[src/rtl/regfile_pkg.sv]
// Shared definitions for the register file and its pipeline neighbours.
//   NUM_REGS   : architectural register count
//   REG_ADDR_W : register index width
//   DATA_W     : register / data width
//   CNT_W      : width of each pending-write counter
//   PEND_MAX   : counter ceiling; issue is refused once a register reaches it
package regfile_pkg;

  localparam int NUM_REGS   = 16;
  localparam int REG_ADDR_W = 4;
  localparam int DATA_W     = 16;
  localparam int CNT_W      = 2;

  typedef logic [REG_ADDR_W-1:0] reg_addr_t;
  typedef logic [DATA_W-1:0]     data_t;
  typedef logic [CNT_W-1:0]      pend_cnt_t;

  localparam pend_cnt_t PEND_MAX = '1;

  // One registered write-back slot.
  typedef struct packed {
    logic      valid;
    reg_addr_t rd;
    data_t     data;
  } wb_result_t;

  // An operand must wait while writes younger than the one on the write
  // port are outstanding. A write on the port this cycle covers one of them.
  function automatic logic must_stall(pend_cnt_t cnt, logic hit);
    return cnt > pend_cnt_t'(hit);
  endfunction

endpackage

[src/rtl/regfile_writeback_ctrl_if.sv]
// Signal bundle between decode / MEM-WB / register file and the
// write-back controller.
//   issue_*      : decode announces an instruction that will write issue_rd
//   result_*     : MEM/WB result, always accepted
//   rs1/rs2      : decode read addresses
//   stall_*/fwd_*: per-read-port hazard indications, fwd_data value
//   RegWrite, write_register, write_data : register file write port
//   err_underflow: sticky retire-without-issue flag
// Modport slave is the controller, master is its environment.
interface regfile_writeback_ctrl_if;
  import regfile_pkg::*;

  logic      issue_valid;
  reg_addr_t issue_rd;
  logic      issue_ready;
  logic      result_valid;
  reg_addr_t result_rd;
  data_t     result_data;
  reg_addr_t rs1;
  reg_addr_t rs2;
  logic      stall_rs1;
  logic      stall_rs2;
  logic      fwd_rs1;
  logic      fwd_rs2;
  data_t     fwd_data;
  logic      RegWrite;
  reg_addr_t write_register;
  data_t     write_data;
  logic      err_underflow;

  modport slave (
    input  issue_valid, issue_rd, result_valid, result_rd, result_data, rs1, rs2,
    output issue_ready, stall_rs1, stall_rs2, fwd_rs1, fwd_rs2, fwd_data,
           RegWrite, write_register, write_data, err_underflow
  );

  modport master (
    output issue_valid, issue_rd, result_valid, result_rd, result_data, rs1, rs2,
    input  issue_ready, stall_rs1, stall_rs2, fwd_rs1, fwd_rs2, fwd_data,
           RegWrite, write_register, write_data, err_underflow
  );

endinterface

[src/rtl/pending_counter.sv]
// Outstanding-write counter for one register.
//   clk, reset : clock, synchronous active-high reset
//   inc        : an instruction writing this register was issued
//   dec        : a write to this register is on the write port this cycle
//   count      : number of outstanding writes
//   underflow  : sticky, set when a write retires while count is zero
module pending_counter
  import regfile_pkg::*;
(
  input  logic      clk,
  input  logic      reset,
  input  logic      inc,
  input  logic      dec,
  output pend_cnt_t count,
  output logic      underflow
);

  pend_cnt_t count_reg, count_next;
  logic      underflow_reg, underflow_next;

  always_comb begin
    count_next     = count_reg;
    underflow_next = underflow_reg;
    if (dec && count_reg == '0) underflow_next = 1'b1;
    // inc and dec together cancel; each direction saturates on its own.
    unique case ({inc, dec})
      2'b10: if (count_reg != PEND_MAX) count_next = count_reg + 1'b1;
      2'b01: if (count_reg != '0)       count_next = count_reg - 1'b1;
      default: ;
    endcase
  end

  always_ff @(posedge clk) begin
    if (reset) begin
      count_reg     <= '0;
      underflow_reg <= 1'b0;
    end else begin
      count_reg     <= count_next;
      underflow_reg <= underflow_next;
    end
  end

  assign count     = count_reg;
  assign underflow = underflow_reg;

endmodule

[src/rtl/regfile_writeback_ctrl.sv]
// Writer-side controller of the register file. Registers each MEM/WB
// result for one cycle and drives the write port with it, tracks pending
// writes per register from decode issue, and produces stall/forward
// indications for both decode read ports.
//   clk, reset : clock, synchronous active-high reset
//   bus        : regfile_writeback_ctrl_if.slave (issue, result, read
//                addresses, hazard outputs, write port, error flag)
module regfile_writeback_ctrl
  import regfile_pkg::*;
(
  input  logic clk,
  input  logic reset,
  regfile_writeback_ctrl_if.slave bus
);

  wb_result_t          wb_reg;
  logic                reg_write;
  logic                issue_ready_int;
  logic                issue_fire;
  logic                hit_rs1, hit_rs2;
  pend_cnt_t           pend [NUM_REGS];
  logic [NUM_REGS-1:0] uflow;

  always_ff @(posedge clk) begin
    if (reset) begin
      wb_reg <= '0;
    end else begin
      wb_reg <= '{valid: bus.result_valid, rd: bus.result_rd, data: bus.result_data};
    end
  end

  // A result held in the stage while reset is asserted is discarded rather
  // than written, so the write enable is masked in that cycle as well.
  assign reg_write = wb_reg.valid & ~reset;

  assign issue_ready_int = (pend[bus.issue_rd] != PEND_MAX);
  assign issue_fire      = bus.issue_valid & issue_ready_int;

  for (genvar gi = 0; gi < NUM_REGS; gi++) begin : g_pend
    pending_counter u_cnt (
      .clk       (clk),
      .reset     (reset),
      .inc       (issue_fire && (bus.issue_rd == REG_ADDR_W'(gi))),
      .dec       (reg_write && (wb_reg.rd == REG_ADDR_W'(gi))),
      .count     (pend[gi]),
      .underflow (uflow[gi])
    );
  end

  assign hit_rs1 = reg_write && (wb_reg.rd == bus.rs1);
  assign hit_rs2 = reg_write && (wb_reg.rd == bus.rs2);

  assign bus.issue_ready    = issue_ready_int;
  assign bus.fwd_rs1        = hit_rs1;
  assign bus.fwd_rs2        = hit_rs2;
  assign bus.stall_rs1      = must_stall(pend[bus.rs1], hit_rs1);
  assign bus.stall_rs2      = must_stall(pend[bus.rs2], hit_rs2);
  assign bus.fwd_data       = wb_reg.data;
  assign bus.RegWrite       = reg_write;
  assign bus.write_register = wb_reg.rd;
  assign bus.write_data     = wb_reg.data;
  assign bus.err_underflow  = |uflow;

endmodule

[src/flat_wrapper.sv]
// flat-port wrapper written by rule: the top's interface ports become plain ports
module regfile_writeback_ctrl_flat import regfile_pkg::*;
  (clk, reset, bus_issue_valid, bus_issue_rd, bus_result_valid, bus_result_rd, bus_result_data, bus_rs1, bus_rs2, bus_issue_ready, bus_stall_rs1, bus_stall_rs2, bus_fwd_rs1, bus_fwd_rs2, bus_fwd_data, bus_RegWrite, bus_write_register, bus_write_data, bus_err_underflow);
  regfile_writeback_ctrl_if bus_i ();
  input  logic clk;
  input  logic reset;
  input wire logic [$bits(bus_i.issue_valid)-1:0] bus_issue_valid;
  input wire logic [$bits(bus_i.issue_rd)-1:0] bus_issue_rd;
  input wire logic [$bits(bus_i.result_valid)-1:0] bus_result_valid;
  input wire logic [$bits(bus_i.result_rd)-1:0] bus_result_rd;
  input wire logic [$bits(bus_i.result_data)-1:0] bus_result_data;
  input wire logic [$bits(bus_i.rs1)-1:0] bus_rs1;
  input wire logic [$bits(bus_i.rs2)-1:0] bus_rs2;
  output wire logic [$bits(bus_i.issue_ready)-1:0] bus_issue_ready;
  output wire logic [$bits(bus_i.stall_rs1)-1:0] bus_stall_rs1;
  output wire logic [$bits(bus_i.stall_rs2)-1:0] bus_stall_rs2;
  output wire logic [$bits(bus_i.fwd_rs1)-1:0] bus_fwd_rs1;
  output wire logic [$bits(bus_i.fwd_rs2)-1:0] bus_fwd_rs2;
  output wire logic [$bits(bus_i.fwd_data)-1:0] bus_fwd_data;
  output wire logic [$bits(bus_i.RegWrite)-1:0] bus_RegWrite;
  output wire logic [$bits(bus_i.write_register)-1:0] bus_write_register;
  output wire logic [$bits(bus_i.write_data)-1:0] bus_write_data;
  output wire logic [$bits(bus_i.err_underflow)-1:0] bus_err_underflow;
  assign bus_i.issue_valid = bus_issue_valid;
  assign bus_i.issue_rd = bus_issue_rd;
  assign bus_i.result_valid = bus_result_valid;
  assign bus_i.result_rd = bus_result_rd;
  assign bus_i.result_data = bus_result_data;
  assign bus_i.rs1 = bus_rs1;
  assign bus_i.rs2 = bus_rs2;
  assign bus_issue_ready = bus_i.issue_ready;
  assign bus_stall_rs1 = bus_i.stall_rs1;
  assign bus_stall_rs2 = bus_i.stall_rs2;
  assign bus_fwd_rs1 = bus_i.fwd_rs1;
  assign bus_fwd_rs2 = bus_i.fwd_rs2;
  assign bus_fwd_data = bus_i.fwd_data;
  assign bus_RegWrite = bus_i.RegWrite;
  assign bus_write_register = bus_i.write_register;
  assign bus_write_data = bus_i.write_data;
  assign bus_err_underflow = bus_i.err_underflow;
  regfile_writeback_ctrl u_core (.clk(clk), .reset(reset), .bus(bus_i));
endmodule
[config.mk]
export PLATFORM = sky130hd
export DESIGN_NAME = regfile_writeback_ctrl_flat
export DESIGN_NICKNAME = d
export VERILOG_FILES = /design/src/rtl/regfile_pkg.sv /design/src/rtl/regfile_writeback_ctrl_if.sv /design/src/rtl/pending_counter.sv /design/src/rtl/regfile_writeback_ctrl.sv /design/src/flat_wrapper.sv
export SDC_FILE = /design/constraint.sdc
export NUM_CORES = 1
export LEC_CHECK = 0
export CAP_MARGIN = 40
export CORE_ASPECT_RATIO = 0.9
export CORE_UTILIZATION = 48
export CTS_BUF_LIST = sky130_fd_sc_hd__clkbuf_8
export DETAILED_ROUTE_END_ITERATION = 7
export GPL_ROUTABILITY_DRIVEN = 0
export PLACE_DENSITY = 0.74
export SLEW_MARGIN = 20
export SYNTH_ARGS = -nofsm -noshare
export SYNTH_HDL_FRONTEND = slang
export SYNTH_HIERARCHICAL = 1
export SYNTH_SLANG_ARGS = --single-unit
export TNS_END_PERCENT = 20
[constraint.sdc]
create_clock -name clk -period 1.99 [get_ports clk]
set_clock_uncertainty 0.05 [all_clocks]
set_input_delay 0.199 -clock clk [delete_from_list [all_inputs] [get_ports clk]]
set_output_delay 0.199 -clock clk [all_outputs]
set_load 0.02 [all_outputs]
==> qor_table.md <==
| Step | Quantity | This run |
|:---|:---|:---|
| timing | Transition time of the tightest slew-check pin | 0.840 ns |
| layout | Area delta synth->final | 43.3% |
| layout | Fraction of layout cells with a size suffix above 1 | 39.4% |
| routing | Residual DRC count | 0 |
| timing | Accumulated negative setup slack | -1.61 ns |
| floorplan | Number of cell rows | 32 |
| layout | Area occupied by registers | 1410 um^2 |
| setup path | Signal arrival time at the worst endpoint | 2.27 ns |
| synthesis | Register area share after synthesis | 31.7% |
| layout | Number of fillers in the final layout | 645 |
| setup path | Setup slack of the most critical reg-to-reg path | -0.07 ns |
| clock network | TritonCTS sink count | 69 |
| routing | Average wire per cell in the routed design | 18.3 um |
| layout | Count of nets after finishing | 656 |
| synthesis | Nets in the synthesized netlist | 511 |
| layout | Multi-input logic area | 2850 um^2 |
| synthesis | Share of flip-flops with an asynchronous set or reset after synthesis | 0% |
| synthesis | Syn Inst Count | 473 |
| place | Number of buffer cells added on primary ports | 78 |
| global route | All-Layer GR Usage | 29.3% |
| setup path | Critical path origin | u_core/g_pend[11].u_cnt/count[0] |
| floorplan | Chip width | 102 um |
| status | Violated checks | setup timing |
| timing | Worst slew margin | 44.0% |
| synthesis | Top post-synthesis cells by count | 78 x nor2_1, 69 x dfxtp_1, 36 x buf_4 |
| synthesis | Ys flop type | dfxtp_1 |
| setup path | Reg2Reg Capture Point | u_core/g_pend[3].u_cnt/count[0] |
| clock network | Deepest clock path buffer count | 2 |
| setup path | Category of the most critical setup path | reg2out |
| timing | Slack of the critical path | -0.532 ns |
| timing | Final setup fails | 13 |
| clock network | Worst-skew pair later-pin latency | 0.36 ns |
| routing | Total wire length after detailed routing | 13600 um |
| status | Outcome | finished with violations |
| timing | Final number of max-transition violations | 0 |
| setup path | Worst Setup Start Kind | register |
| global route | Largest net degree at the start of global routing | 70 |
| setup path | Kind of capture point of the worst setup path | output pin |
| timing | Post-layout min period | 2.52 ns |
| global route | Initial antenna violation count | 1 |
| clock network | Num CTS Buffers | 9 |
| place | Post-Place Cells | 713 |
| floorplan | Vertical die dimension | 92.4 um |
| timing | RSZ-0062 raised after global routing | true |
| routing | Drt pass-1 iters | 4 |
| timing | FMAX | 0.397 GHz |
| place | HPWL after detailed placement | 9810 um |
| worst hold path | Launch point of the worst hold path | bus_result_data[15] |
| timing | Final cycle utilization of the critical path | 127% |
| synthesis | Library cell with the largest summed area after synthesis | dfxtp_1 |
| setup path | Count of cells along the worst register-to-register path | 9 |
| synthesis | Number of synthesized register bits | 69 |
| setup path | Capture point of the critical path | bus_stall_rs1 |
| routing | Routed via count | 4163 |
| synthesis | Count of flip-flops with a built-in enable after synthesis | 0 |
| synthesis | Most frequently used cell type in the post-synthesis netlist | nor2_1 |
| place | Worst slack, placed | -1.18 ns |
| floorplan | Total Die Area | 9460 um^2 |
| layout | Non-Filler Instances | 742 |
| floorplan | Area of the core | 8690 um^2 |
| power and ir drop | Worst ir drop on vdd | 0.000494 V |
| synthesis | Synth Area per Inst | 9.21 um^2 |
| timing | Final Hold Vio Count | 0 |
| routing | Drt initial violations | 287 |
| clock network | Clock tree from TritonCTS | built |
| synthesis | Synth cell types | 34 |
| global route | Overall overflow remaining after global route | 0 |
| routing | Per-cell via count in the routed design | 5.61 |
| routing | Remaining antenna violation count after routing | 0 |
| setup path | Largest fanout on the critical path | 3 |
| synthesis | Biggest area contributors in the synthesized netlist | dfxtp_1 32%, mux4_1 7.8%, nor2_1 6.7% |
| job | Reported max-cap violation count | 0 |
| floorplan | Starting density of the core | 50.2% |
| setup path | RR Startpoint | u_core/g_pend[3].u_cnt/count[0] |
| synthesis | Summed instance area of the synthesized netlist | 4360 um^2 |
| floorplan | I/O pin count | 79 |
| synthesis | Yosys warns | 6 |
| global route | Global-route wire length before repair | 20600 um |
| worst hold path | Worst min path class | in2reg |
| clock network | Number of levels in the clock H-tree | 3 |
| layout | Number of flip-flops in the largest register | 32 |
| clock network | Clock root buffer | clkbuf_8 |
| power and ir drop | Areal power density over the cells | 504 nW/um^2 |
| global route | Via count of the first global-routing pass | 4056 |
| setup path | Critical path data required time | 1.74 ns |
| synthesis | Fraction of post-synthesis cell area in the top cell type by area | 31.7% |
| clock network | Post-CTS clock slew at the launch and capture registers of the worst setup and hold paths | 0.08 ns |
| power and ir drop | Standby leakage power | 2.40 nW |
## cells in the final DEF (no fill, tap or decap), types with 5 or more instances in the layout
master and n:
buf_4 88, clkdlybuf4s50_1 65, nor2_1 64, dfxtp_1 54, a21oi_1 32, nor2b_1 23
nand2_1 23, nand3b_1 21, buf_6 20, mux4_2 19, nand2b_1 16, and2b_1 16
o21ai_0 16, o21ai_2 16, a221oi_2 16, dfxtp_2 12, or2b_2 12, clkbuf_8 9
nand3_1 8, nor2_4 8, nor2_2 6, mux2i_1 6, dlygate4sd2_1 5, xnor2_1 5
mux4_1 5
## worst min path at each step
stage,to,cells after the start
after floorplan,u_core/g_pend[15].u_cnt/count[0],1
after global placement,u_core/g_pend[3].u_cnt/underflow,2
after detailed placement,u_core/g_pend[6].u_cnt/underflow,2
after CTS,u_core/bus.fwd_data[15],2
after global routing,u_core/bus.write_register[3],2
final,u_core/bus.fwd_data[15],2
## timing repair
item                       4_1_cts  5_1_grt
pin swaps                        7       15
setup endpoints to repair       28       35
hold buffers                     0        0
resized for setup               64       48
buffers inserted                 7        7
## critical path, stage by stage, from the launching register on
cell	delay (ns)
dfxtp_2	0.36
mux4_2	0.47
mux4_2	0.49
inv_2	0.08
ha_4	0.19
o221ai_4	0.17
buf_6	0.15
## final cells by class
cell class,instances,area share [%]
clock inverter,6,1.04
clock buffer,9,1.98
inverter,5,0.300
multi-input combinational,351,45.6
antenna,1,0.0401
sequential,69,22.5
tap,119,2.38
timing repair buffer,182,26.1
## kinds of logic after synthesis
logic type	count (synthesis)	synth area share [%]
AND/OR/NAND/NOR	223	27.5
flip-flops	69	31.7
adder cells (fa/ha/maj)	2	0.574
multiplexers	30	14.9
buffers and inverters	53	8.07
AO/OA/AOI/OAI	88	15.6
XOR/XNOR	8	1.61
## where the power goes
part | internal [mW] | total, mW | switching (mW)
clock | 0.571 | 1.12 | 0.553
sequential | 1.41 | 1.44 | 0.0299
combinational | 0.306 | 0.586 | 0.280
## through the flow
| stage | hold WS [ns] | util, % | area (um^2) | total power, mW |
|---|---|---|---|---|
| floorplan | 0.208 | - | 4410 | 1.77 |
| global placement | 0.401 | 65.5 | 5690 | 1.99 |
| detailed placement | 0.412 | 65.5 | 5690 | 2.00 |
| CTS | 0.323 | 69.3 | 6020 | 3.14 |
| global route | 0.326 | 71.9 | 6240 | 3.26 |
| finish | 0.331 | 71.9 | 6250 | 3.15 |
## routing by layer
metal  part of all wire (%)  track usage [%]  vias up
met5                      0                0        -
met4                    2.0             8.57        0
met3                    9.1             8.38       34
met2                     49             48.4      188
met1                     40             36.7     2000
li1                       -                -     1941
Note: power is estimated with default switching activity, not from simulation.
